$ cat src/rtl/xpar_uart.sv
// rtl/xpar_uart.sv - memory-mapped 8N1 UART with TX FIFO, RX holding register and baud divisor
module xpar_uart #(
    parameter int DATA_W      = 32,
    parameter int ADDR_W      = 13,
    parameter int TX_DEPTH    = 4,
    parameter int DEFAULT_DIV = 434
) (
    input  logic              clk,
    input  logic              rst,
    input  logic [ADDR_W-2:0] par_addr,
    input  logic [DATA_W-1:0] par_wdata,
    input  logic              par_we,
    input  logic              par_re,
    output logic [DATA_W-1:0] par_rdata,
    output logic              uart_tx,
    input  logic              uart_rx,
    output logic              rx_irq
);
    localparam int AW = $clog2(TX_DEPTH);

    typedef enum logic [1:0] {TX_IDLE, TX_START, TX_DATA, TX_STOP} tx_state_t;
    typedef enum logic [2:0] {RX_IDLE, RX_START, RX_DATA, RX_STOP, RX_WAIT} rx_state_t;

    logic [1:0]    reg_sel;
    logic          wr_tx, wr_status, wr_div, rd_rx;
    logic [15:0]   div_reg;

    logic [7:0]    fifo_mem [TX_DEPTH];
    logic [AW-1:0] wr_ptr, rd_ptr;
    logic [AW:0]   fifo_cnt;
    logic          fifo_full, fifo_empty, fifo_push;

    tx_state_t     tx_state, tx_state_n;
    logic [15:0]   tx_cnt, tx_div;
    logic [7:0]    tx_shift;
    logic [2:0]    tx_bit;
    logic          tx_tick, tx_pop, tx_line_n, tx_busy;

    rx_state_t     rx_state, rx_state_n;
    logic          rx_s1, rx_sync;
    logic [15:0]   rx_cnt, rx_div;
    logic [7:0]    rx_shift, rx_byte;
    logic [2:0]    rx_bit;
    logic          rx_tick, rx_half_tick, rx_done_ok, rx_done_bad;
    logic          rx_valid, overrun, frame_err;

    logic          unused_bits;
    assign unused_bits = ^{par_addr[ADDR_W-2:2], par_wdata[DATA_W-1:16]};

    assign reg_sel   = par_addr[1:0];
    assign wr_tx     = par_we && (reg_sel == 2'd0);
    assign wr_status = par_we && (reg_sel == 2'd2);
    assign wr_div    = par_we && (reg_sel == 2'd3);
    assign rd_rx     = par_re && (reg_sel == 2'd1);

    assign fifo_full  = (fifo_cnt == (AW+1)'(TX_DEPTH));
    assign fifo_empty = (fifo_cnt == '0);
    // A pop on the same edge frees a slot, so a push into a full FIFO still lands
    assign fifo_push  = wr_tx && (!fifo_full || tx_pop);

    always_ff @(posedge clk) begin
        if (rst) begin
            wr_ptr   <= '0;
            rd_ptr   <= '0;
            fifo_cnt <= '0;
        end else begin
            if (fifo_push) begin
                fifo_mem[wr_ptr] <= par_wdata[7:0];
                wr_ptr           <= wr_ptr + 1'b1;
            end
            if (tx_pop)
                rd_ptr <= rd_ptr + 1'b1;
            case ({fifo_push, tx_pop})
                2'b10:   fifo_cnt <= fifo_cnt + 1'b1;
                2'b01:   fifo_cnt <= fifo_cnt - 1'b1;
                default: fifo_cnt <= fifo_cnt;
            endcase
        end
    end

    assign tx_tick = (tx_cnt == tx_div - 16'd1);
    assign tx_busy = (tx_state != TX_IDLE) || !fifo_empty;

    always_comb begin
        tx_state_n = tx_state;
        tx_pop     = 1'b0;
        tx_line_n  = uart_tx;
        case (tx_state)
            TX_IDLE: if (!fifo_empty) begin
                tx_pop     = 1'b1;
                tx_state_n = TX_START;
                tx_line_n  = 1'b0;
            end
            TX_START: if (tx_tick) begin
                tx_state_n = TX_DATA;
                tx_line_n  = tx_shift[0];
            end
            TX_DATA: if (tx_tick) begin
                if (tx_bit == 3'd7) begin
                    tx_state_n = TX_STOP;
                    tx_line_n  = 1'b1;
                end else begin
                    tx_line_n  = tx_shift[1];
                end
            end
            TX_STOP: if (tx_tick) begin
                if (!fifo_empty) begin
                    tx_pop     = 1'b1;
                    tx_state_n = TX_START;
                    tx_line_n  = 1'b0;
                end else begin
                    tx_state_n = TX_IDLE;
                end
            end
            default: tx_state_n = TX_IDLE;
        endcase
    end

    always_ff @(posedge clk) begin
        if (rst) begin
            tx_state <= TX_IDLE;
            uart_tx  <= 1'b1;
            tx_cnt   <= '0;
            tx_div   <= 16'(DEFAULT_DIV);
            tx_shift <= '0;
            tx_bit   <= '0;
        end else begin
            tx_state <= tx_state_n;
            uart_tx  <= tx_line_n;
            if (tx_pop) begin
                tx_shift <= fifo_mem[rd_ptr];
                tx_div   <= div_reg;
                tx_cnt   <= '0;
                tx_bit   <= '0;
            end else if (tx_state != TX_IDLE) begin
                if (tx_tick) begin
                    tx_cnt <= '0;
                    if (tx_state == TX_DATA) begin
                        tx_shift <= {1'b0, tx_shift[7:1]};
                        tx_bit   <= tx_bit + 3'd1;
                    end
                end else begin
                    tx_cnt <= tx_cnt + 16'd1;
                end
            end
        end
    end

    assign rx_tick      = (rx_cnt == rx_div - 16'd1);
    assign rx_half_tick = (rx_cnt == (rx_div >> 1) - 16'd1);

    always_comb begin
        rx_state_n  = rx_state;
        rx_done_ok  = 1'b0;
        rx_done_bad = 1'b0;
        case (rx_state)
            RX_IDLE:  if (!rx_sync) rx_state_n = RX_START;
            RX_START: if (rx_half_tick) rx_state_n = rx_sync ? RX_IDLE : RX_DATA;
            RX_DATA:  if (rx_tick && rx_bit == 3'd7) rx_state_n = RX_STOP;
            RX_STOP: if (rx_tick) begin
                rx_state_n  = RX_WAIT;
                rx_done_ok  = rx_sync;
                rx_done_bad = !rx_sync;
            end
            RX_WAIT:  if (rx_sync) rx_state_n = RX_IDLE;
            default:  rx_state_n = RX_IDLE;
        endcase
    end

    always_ff @(posedge clk) begin
        if (rst) begin
            rx_s1    <= 1'b1;
            rx_sync  <= 1'b1;
            rx_state <= RX_IDLE;
            rx_cnt   <= '0;
            rx_div   <= 16'(DEFAULT_DIV);
            rx_shift <= '0;
            rx_bit   <= '0;
        end else begin
            rx_s1    <= uart_rx;
            rx_sync  <= rx_s1;
            rx_state <= rx_state_n;
            case (rx_state)
                RX_IDLE: begin
                    rx_cnt <= '0;
                    rx_bit <= '0;
                    rx_div <= div_reg;
                end
                RX_START: rx_cnt <= rx_half_tick ? 16'd0 : rx_cnt + 16'd1;
                RX_DATA, RX_STOP: begin
                    if (rx_tick) begin
                        rx_cnt <= '0;
                        if (rx_state == RX_DATA) begin
                            rx_shift <= {rx_sync, rx_shift[7:1]};
                            rx_bit   <= rx_bit + 3'd1;
                        end
                    end else begin
                        rx_cnt <= rx_cnt + 16'd1;
                    end
                end
                default: rx_cnt <= '0;
            endcase
        end
    end

    // A completing byte outranks a same-edge RXDATA read, and never counts as overrun then
    always_ff @(posedge clk) begin
        if (rst) begin
            rx_valid  <= 1'b0;
            overrun   <= 1'b0;
            frame_err <= 1'b0;
            rx_byte   <= '0;
            div_reg   <= 16'(DEFAULT_DIV);
        end else begin
            if (rx_done_ok) begin
                rx_valid <= 1'b1;
                rx_byte  <= rx_shift;
            end else if (rd_rx) begin
                rx_valid <= 1'b0;
            end
            if (rx_done_ok && rx_valid && !rd_rx)
                overrun <= 1'b1;
            else if (wr_status && par_wdata[3])
                overrun <= 1'b0;
            if (rx_done_bad)
                frame_err <= 1'b1;
            else if (wr_status && par_wdata[4])
                frame_err <= 1'b0;
            if (wr_div)
                div_reg <= (par_wdata[15:0] < 16'd2) ? 16'd2 : par_wdata[15:0];
        end
    end

    always_comb begin
        par_rdata = '0;
        case (reg_sel)
            2'd1:    par_rdata[8:0]  = {rx_valid, rx_byte};
            2'd2:    par_rdata[4:0]  = {frame_err, overrun, rx_valid, fifo_full, tx_busy};
            2'd3:    par_rdata[15:0] = div_reg;
            default: par_rdata       = '0;
        endcase
    end

    assign rx_irq = rx_valid;

endmodule

$ cat config.mk
export PLATFORM = sky130hd
export DESIGN_NAME = xpar_uart
export DESIGN_NICKNAME = d
export VERILOG_FILES = /design/src/rtl/xpar_uart.sv
export SDC_FILE = /design/constraint.sdc
export NUM_CORES = 1
export LEC_CHECK = 0
export CAP_MARGIN = 0
export CORE_MARGIN = 2
export CORE_UTILIZATION = 60
export DETAILED_ROUTE_END_ITERATION = 10
export PLACE_DENSITY = 0.84
export SLEW_MARGIN = 20
export SYNTH_ARGS = -nofsm -noshare
export SYNTH_HDL_FRONTEND = slang
export SYNTH_SLANG_ARGS = --single-unit
export TNS_END_PERCENT = 20
$ cat constraint.sdc
create_clock -name clk -period 9.4 [get_ports clk]
set_clock_uncertainty 0.05 [all_clocks]
set_input_delay 1.41 -clock clk [delete_from_list [all_inputs] [get_ports clk]]
set_output_delay 1.41 -clock clk [all_outputs]
set_load 0.02 [all_outputs]
==> impl_results.md, run 1 <==
* Post-synth ARST share at 0%
* Layout fillers at 1072
* Layout area overhead at 10.49%
* Setup WS pre-CTS at around 4200 ps
* Min cycle time layout at ~5200 ps
* Top post-synthesis cells by count: 130 x dfxtp_1, 106 x nor2_1, 82 x nand2_1
* Reg clk slew, reported paths at about 70 ps
* #FFs+latches synth at 162
* Synth area leaders: dfxtp_1 30%, edfxtp_1 11%, mux2i_1 5.3%
* Endpoints failing setup at 0
* Most used flip-flop cell after synthesis: dfxtp_1
* Nature of the critical path startpoint: primary input
* Post-route antenna net violation count at 0
* Post CTS Setup Buffer Count at 0
* Via density at a little over 6
* Leakage at 3.589 nW
* Slew Limit Fails at 0
* CTS tree: yes
* I/O pin total at 83
* Vias in the first global route at approximately 6400
* Initial core utilization at 60.74%
* Initial DRC Count at around 570
* Synthesized area per cell at between 9 and 10 um2
* Final period util at a little under three fifths
* Worst min path class: flop to flop
* Sw frac at between 30% and 40%
* Max Fclk at about 190 MHz
* Peak supply drop at 182.3 uV
* Sequential cell area fraction in the yosys report at just over 40%
* Area of the mapped netlist at between 8000 and 9000 um2
* WP data arrival at 3790 ps
* Layout Nets at around 1000
* Worst Slack Setup Final at 4152 ps
* Area share of the largest cell type after synthesis at around 30%
* TritonCTS Buffers at 17
* Largest net degree at the start of global routing at 77
* Detailed-route via count at roughly 7000
* Initial antenna violation count at 0
* Data required time of the worst path at between 7000 and 8000 ps
* Core ar. at about 14000 um2
* Clk pwr share at between 30% and 40%
* RSZ-0062 raised after global routing: false
* Slew margin rel. at ~28%
* CTS Sinks at 162
* Max reg flops at 32
* RD Place Congestion at 0.9436
* Yosys top cell by area: dfxtp_1
* Count leader, synth: dfxtp_1
* Crit Path Max Fanout at 21
* Clk_lat worst skew at ~440 ps
* Clock Tree Buf Depth at 2
* Rows at 44
* Post-synth EDFFs at 32
* GRT Total Usage at roughly a quarter
* Number of diodes at 0
* Logic pwr share at between 20 and 25%
* Post-synth cell types at 78
* Dpl hpwl at roughly 13000 um
* Full die area at roughly 16000 um2
* Final WL at about 19000 um
* Post-CTS Resized at 0
* Internal power at 0.001377 W
* Chip height at between 100 and 150 um
* Share of cells above drive strength 1 at just under 7%
* Critical Setup Path Class: primary input to primary output
* Synthesized instance count at roughly 950
* Routed wire length per instance at around 17 um
* Switching pwr at slightly below 0.0007 W
* Cells along the critical path: clkdlybuf4s50_1 > nor2b_1 > a22o_1 > clkdlybuf4s50_1
* Biggest register: fifo_mem
* Post-route DRC at 0
* Post-Route Setup TNS at 0 ps
* Fin. Hold Viols at 0
* YS warnings at 0
* Remaining Overflow, GRT at 0
* Number of max-cap violations at 0
* Drt pass-1 iters at 5
* First-pass GRT wire length at 31600 um
* Critical Path Slowest Stage Cell: clkdlybuf4s50_1
* Crit-path max cell delay at around 1000 ps
* # hold bufs at CTS at 0
* Critical path's most frequent cell: clkdlybuf4s50_1
* Worst Max-Slew Pin Slew at approximately 1100 ps
* P per Cell Area at 212.7 nW/um2
* Flop pwr share at 40.5%
* Outcome: complete, no violations
* H-tree Lvls at 4
* I/O Buffers at 40
* Critical Path Sink Type: primary output
* CTS Root Cell: clkbuf_16
* Pwr Total at a little over 0.002 W
* Die Wd at about 120 um
[power groups by stage]
stage / Sequential [W] / Clock (W) / Combinational (W)
finish: 0.000831 / 0.000721 / 0.000499
global route: 0.000840 / 0.000754 / 0.000546
CTS: 0.000831 / 0.000730 / 0.000497
detailed placement: 0.000845 / 0 / 0.000491
global placement: 0.000842 / 0 / 0.000477
floorplan: 0.000817 / 0 / 0.000410
[logic make-up after synthesis]
group                    after synthesis  share of synthesized area, %
AO/OA/AOI/OAI                        127                         10.02
other                                  1                       0.04297
buffers and inverters                110                         5.964
adder cells (fa/ha/maj)               19                         2.810
AND/OR/NAND/NOR                      381                         22.62
XOR/XNOR                              90                         9.032
multiplexers                          64                         8.674
flip-flops                           162                         40.83
[layer usage]
layer | up-vias | share of wire [%] | track usage [%]
met5 | - | 0 | 0
met4 | 0 | 2.4 | 9.650
met3 | 40 | 5.9 | 5.198
met2 | 260 | 47 | 39.92
met1 | 3329 | 45 | 33.76
li1 | 3324 | - | -
[metrics by stage]
step / std cells / cell area [um2] / utilization (%) / hold slack [ps]
CTS: 1145 / 9634 / 67.05 / 365.0
global route: 1145 / 9643 / 67.11 / 379.3
finish: 1145 / 9643 / 67.11 / 360.6
detailed placement: 1113 / 9020 / 62.77 / 348.5
global placement: 1113 / 9020 / 62.77 / 341.6
floorplan: 969 / 8783 / - / 339.5
[cells in the final DEF, fill, tap and decap left out, types with 4 or more instances in the layout]
master,instances
mux4_2,8
clkdlybuf4s50_1,39
nand3_1,34
a22o_1,5
clkbuf_16,17
dfxtp_1,130
nor2_1,106
o32ai_1,4
o21ai_0,16
nand3b_1,7
or3_1,11
nand2_1,82
a21o_1,4
a211o_1,12
mux2i_1,46
a211oi_1,9
nor4_1,30
and3_1,19
inv_1,27
inv_6,8
and2_1,4
mux2_2,6
edfxtp_1,32
a21oi_1,39
nor3_1,18
or4_1,6
buf_4,4
nor2b_1,15
nand2b_1,9
nor3b_1,5
conb_1,16
nand4_1,13
ha_1,18
xnor2_1,45
xor2_1,45
[cell type report]
| type | count | area (um2) | share of cell area, % |
|---|---|---|---|
| flip-flops and latches | 162 | 3563 | 36.95 |
| inverters | 27 | 101.3 | 1.051 |
| clock inverters | 15 | 188.9 | 1.959 |
| clock buffers | 17 | 425.4 | 4.412 |
| multi-input cells | 697 | 4713 | 48.88 |
| repair buffers | 43 | 420.4 | 4.360 |
| well taps | 184 | 230.2 | 2.387 |
[final timing paths]
| kind | startpoint | to | slack, ps | cells past startpoint |
|---|---|---|---|---|
| setup / recovery | par_addr[1] | par_rdata[3] | 4150 | 4 |
| hold / removal | rx_s1 | rx_sync | 360 | 1 |
| setup reg to reg | rx_div[2] | rx_byte[1] | 5090 | 10 |
| hold reg to reg | rx_s1 | rx_sync | 360 | 1 |
[worst max-delay path, delay by kind of cell]
kind,cells,cell delay [ps]
buf+inv,2,1630
simple gates,1,490
compound gates,1,250
Power figures use the tool's default switching activity.
==> run 2: changes to the inputs <==
CORE_UTILIZATION = 52   (was 60)
PLACE_DENSITY = 0.77   (was 0.84)
clock period = 4.23 ns   (was 9.4 ns; I/O delays follow)
==> impl_results.md, run 2 (synthesis gave the netlist of run 1 again) <==
* Outcome: complete, no violations
* Full die area at 17840 um2 (+15%)
* Min cycle time layout at 3831 ps
* RSZ-0062 raised after global routing: false
* CTS Sinks at 162 (unchanged)
* Worst min path class: flop to flop
* CTS Root Cell: clkbuf_16
* Initial antenna violation count at 0 (unchanged)
* Max reg flops at 32 (unchanged)
* Post-DP Area at 9163 um2 (+1.6%)
* Flop pwr share at 41.0% (+0.5 points)
* Switching pwr at 0.001519 W (+130%)
* I/O Buffers at 40 (unchanged)
* Drt pass-1 iters at 5 (unchanged)
* Layout area overhead at 11.50%
* GRT Total Usage at 21.98% (-3.1 points)
* Post-Route Setup TNS at 0 ps (unchanged)
* Via density at 5.647 (-7.0%)
* Start of the worst register-to-register path: tx_div[4]
* Number of diodes at 0 (unchanged)
* Fin. Hold Viols at 0 (unchanged)
* RD Place Congestion at 0.9013 (-4.5%)
* Chip height at 133.6 um (+7.2%)
* WP data arrival at 4110 ps (+320 ps)
* Remaining Overflow, GRT at 0 (unchanged)
* Clk pwr share at 33.3% (-1.8 points)
* Critical Setup Path Class: flop to flop
* Crit-path max cell delay at 560 ps (-460 ps)
* Internal power at 0.002963 W (+120%)
* Slew Limit Fails at 0 (unchanged)
* Leakage at 3.630 nW (+1.2%)
* Clock Tree Buf Depth at 2 (unchanged)
* Rows at 47 (+6.8%)
* Routed wire length per instance at 15.86 um (-6.5%)
* Nature of the critical path startpoint: flop
* Layout fillers at 1420 (+32%)
* Worst Setup SP: tx_div[4]
* I/O pin total at 83 (unchanged)
* Sw frac at 33.89% (+1.0 points)
* Critical path's most frequent cell: or3_1
* Core ar. at 16470 um2 (+15%)
* H-tree Lvls at 4 (unchanged)
* Detailed-route via count at 6743 (-3.0%)
* Worst Max-Slew Pin Slew at 970.5 ps (-104.8 ps)
* Cells along the critical path: or3_1 > or3_1 > a2111oi_2 > nand4_1 > nor4_2 > o21a_1 > inv_1 > fa_1 > nor3_1 > a22oi_1 > mux2_1
* Initial DRC Count at 565 (-0.53%)
* Share of cells above drive strength 1 at 8.214% (+1.3 points)
* Number of max-cap violations at 0 (unchanged)
* Dpl hpwl at 13260 um (+0.97%)
* Reg clk slew, reported paths at 70 ps (about the same)
* Min-delay src: rx_s1
* Initial core utilization at 53.00% (-7.7 points)
* Commonest non-fill, non-tap cells in the layout: 130 x dfxtp_1, 106 x nor2_1, 82 x nand2_1
* P per Cell Area at 460.6 nW/um2 (+120%)
* Peak supply drop at 391.9 uV (+110%)
* TritonCTS Buffers at 17 (unchanged)
* Vias in the first global route at 6208 (-2.3%)
* Die Wd at 133.6 um (+7.2%)
* Final period util at a little over 90%
* Data required time of the worst path at 4510 ps (-3430 ps)
* Post-route antenna net violation count at 0 (unchanged)
* CTS tree: yes
* Crit Path Max Fanout at 10 (-52%)
* Final WL at 18930 um (-2.5%)
* Largest net degree at the start of global routing at 71 (-7.8%)
* Post CTS Setup Buffer Count at 0 (unchanged)
* Commonest non-fill, non-tap cell in the layout: dfxtp_1
* Critical Path Sink Type: flop
* Critical Path Slowest Stage Cell: or3_1
* Layout Nets at 1029 (+1.3%)
* First-pass GRT wire length at 31340 um (-0.83%)
* Logic pwr share at 25.7% (+1.4 points)
* Final Instance Area at 9731 um2 (+0.91%)
* Biggest register: fifo_mem
* Post-route DRC at 0 (unchanged)
* Endpoints failing setup at 0 (unchanged)
* Clk_lat worst skew at 440 ps (about the same)
* Max Fclk at about 260 MHz
* Slew margin rel. at 35.21% (+7.1 points)
## run 2: cell types whose count changed in the layout (fill, tap and decap cells not counted), sizes merged
cell      before  now
inv           37   38
buf            4   17
clkinvlp       0    1
bufinv         2    0
## run 2: metrics by stage
stage               total power (W)  std cells  util [%]  setup WS (ps)  hold WS (ps)
finish                     0.004482       1194     59.10          399.0         361.5
global route               0.004701       1194     59.10          206.1         377.0
CTS                        0.004500       1194     59.07          305.8         364.0
detailed placement         0.003005       1162     55.65          315.4         348.5
global placement           0.002971       1162     55.65          374.8         343.1
floorplan                  0.002725        969         -          654.0         339.5
## run 2: what timing repair did
item	4_1_cts	5_1_grt
setup endpoints to repair	0	4
resized for setup	0	1
hold buffers	0	0
## run 2: metal layers
metal,global-route usage (%),share of wire [%]
met4,6.738,1.6
met3,4.756,4.5
met5,0,0
met2,34.51,46
met1,30.50,47
## run 2: path summary, 6_finish.rpt
path,to,cells after the start,slack [ps]
max,fifo_cnt[2],11,400
min,rx_sync,1,360
max reg2reg,fifo_cnt[2],11,400
min reg2reg,rx_sync,1,360
## run 2: cell type report
| type | count | area, um2 | share of cell area, % |
|---|---|---|---|
| Clock inverter | 15 | 137.6 | 1.414 |
| Multi-Input combinational cell | 697 | 4710 | 48.40 |
| Tap cell | 220 | 275.3 | 2.829 |
| Clock buffer | 17 | 425.4 | 4.372 |
| Timing Repair Buffer | 56 | 518.0 | 5.323 |
| Inverter | 27 | 101.3 | 1.042 |
| Sequential cell | 162 | 3563 | 36.62 |
## run 2: power by group through the flow
stage	clock [W]	combinational, W	sequential (W)
global placement	0	0.00110	0.00187
CTS	0.00152	0.00115	0.00184
detailed placement	0	0.00114	0.00187
floorplan	0	0.000910	0.00181
finish	0.00149	0.00115	0.00184
global route	0.00158	0.00127	0.00186
## run 2: critical path, delay by kind of cell (launching register included)
family / cells / cell delay [ps]
buffers and inverters: 1 / 80
AND/OR/NAND/NOR: 5 / 1780
adder cells (fa/ha/maj): 1 / 380
AO/OA/AOI/OAI: 3 / 710
flip-flops: 1 / 390
multiplexers: 1 / 320
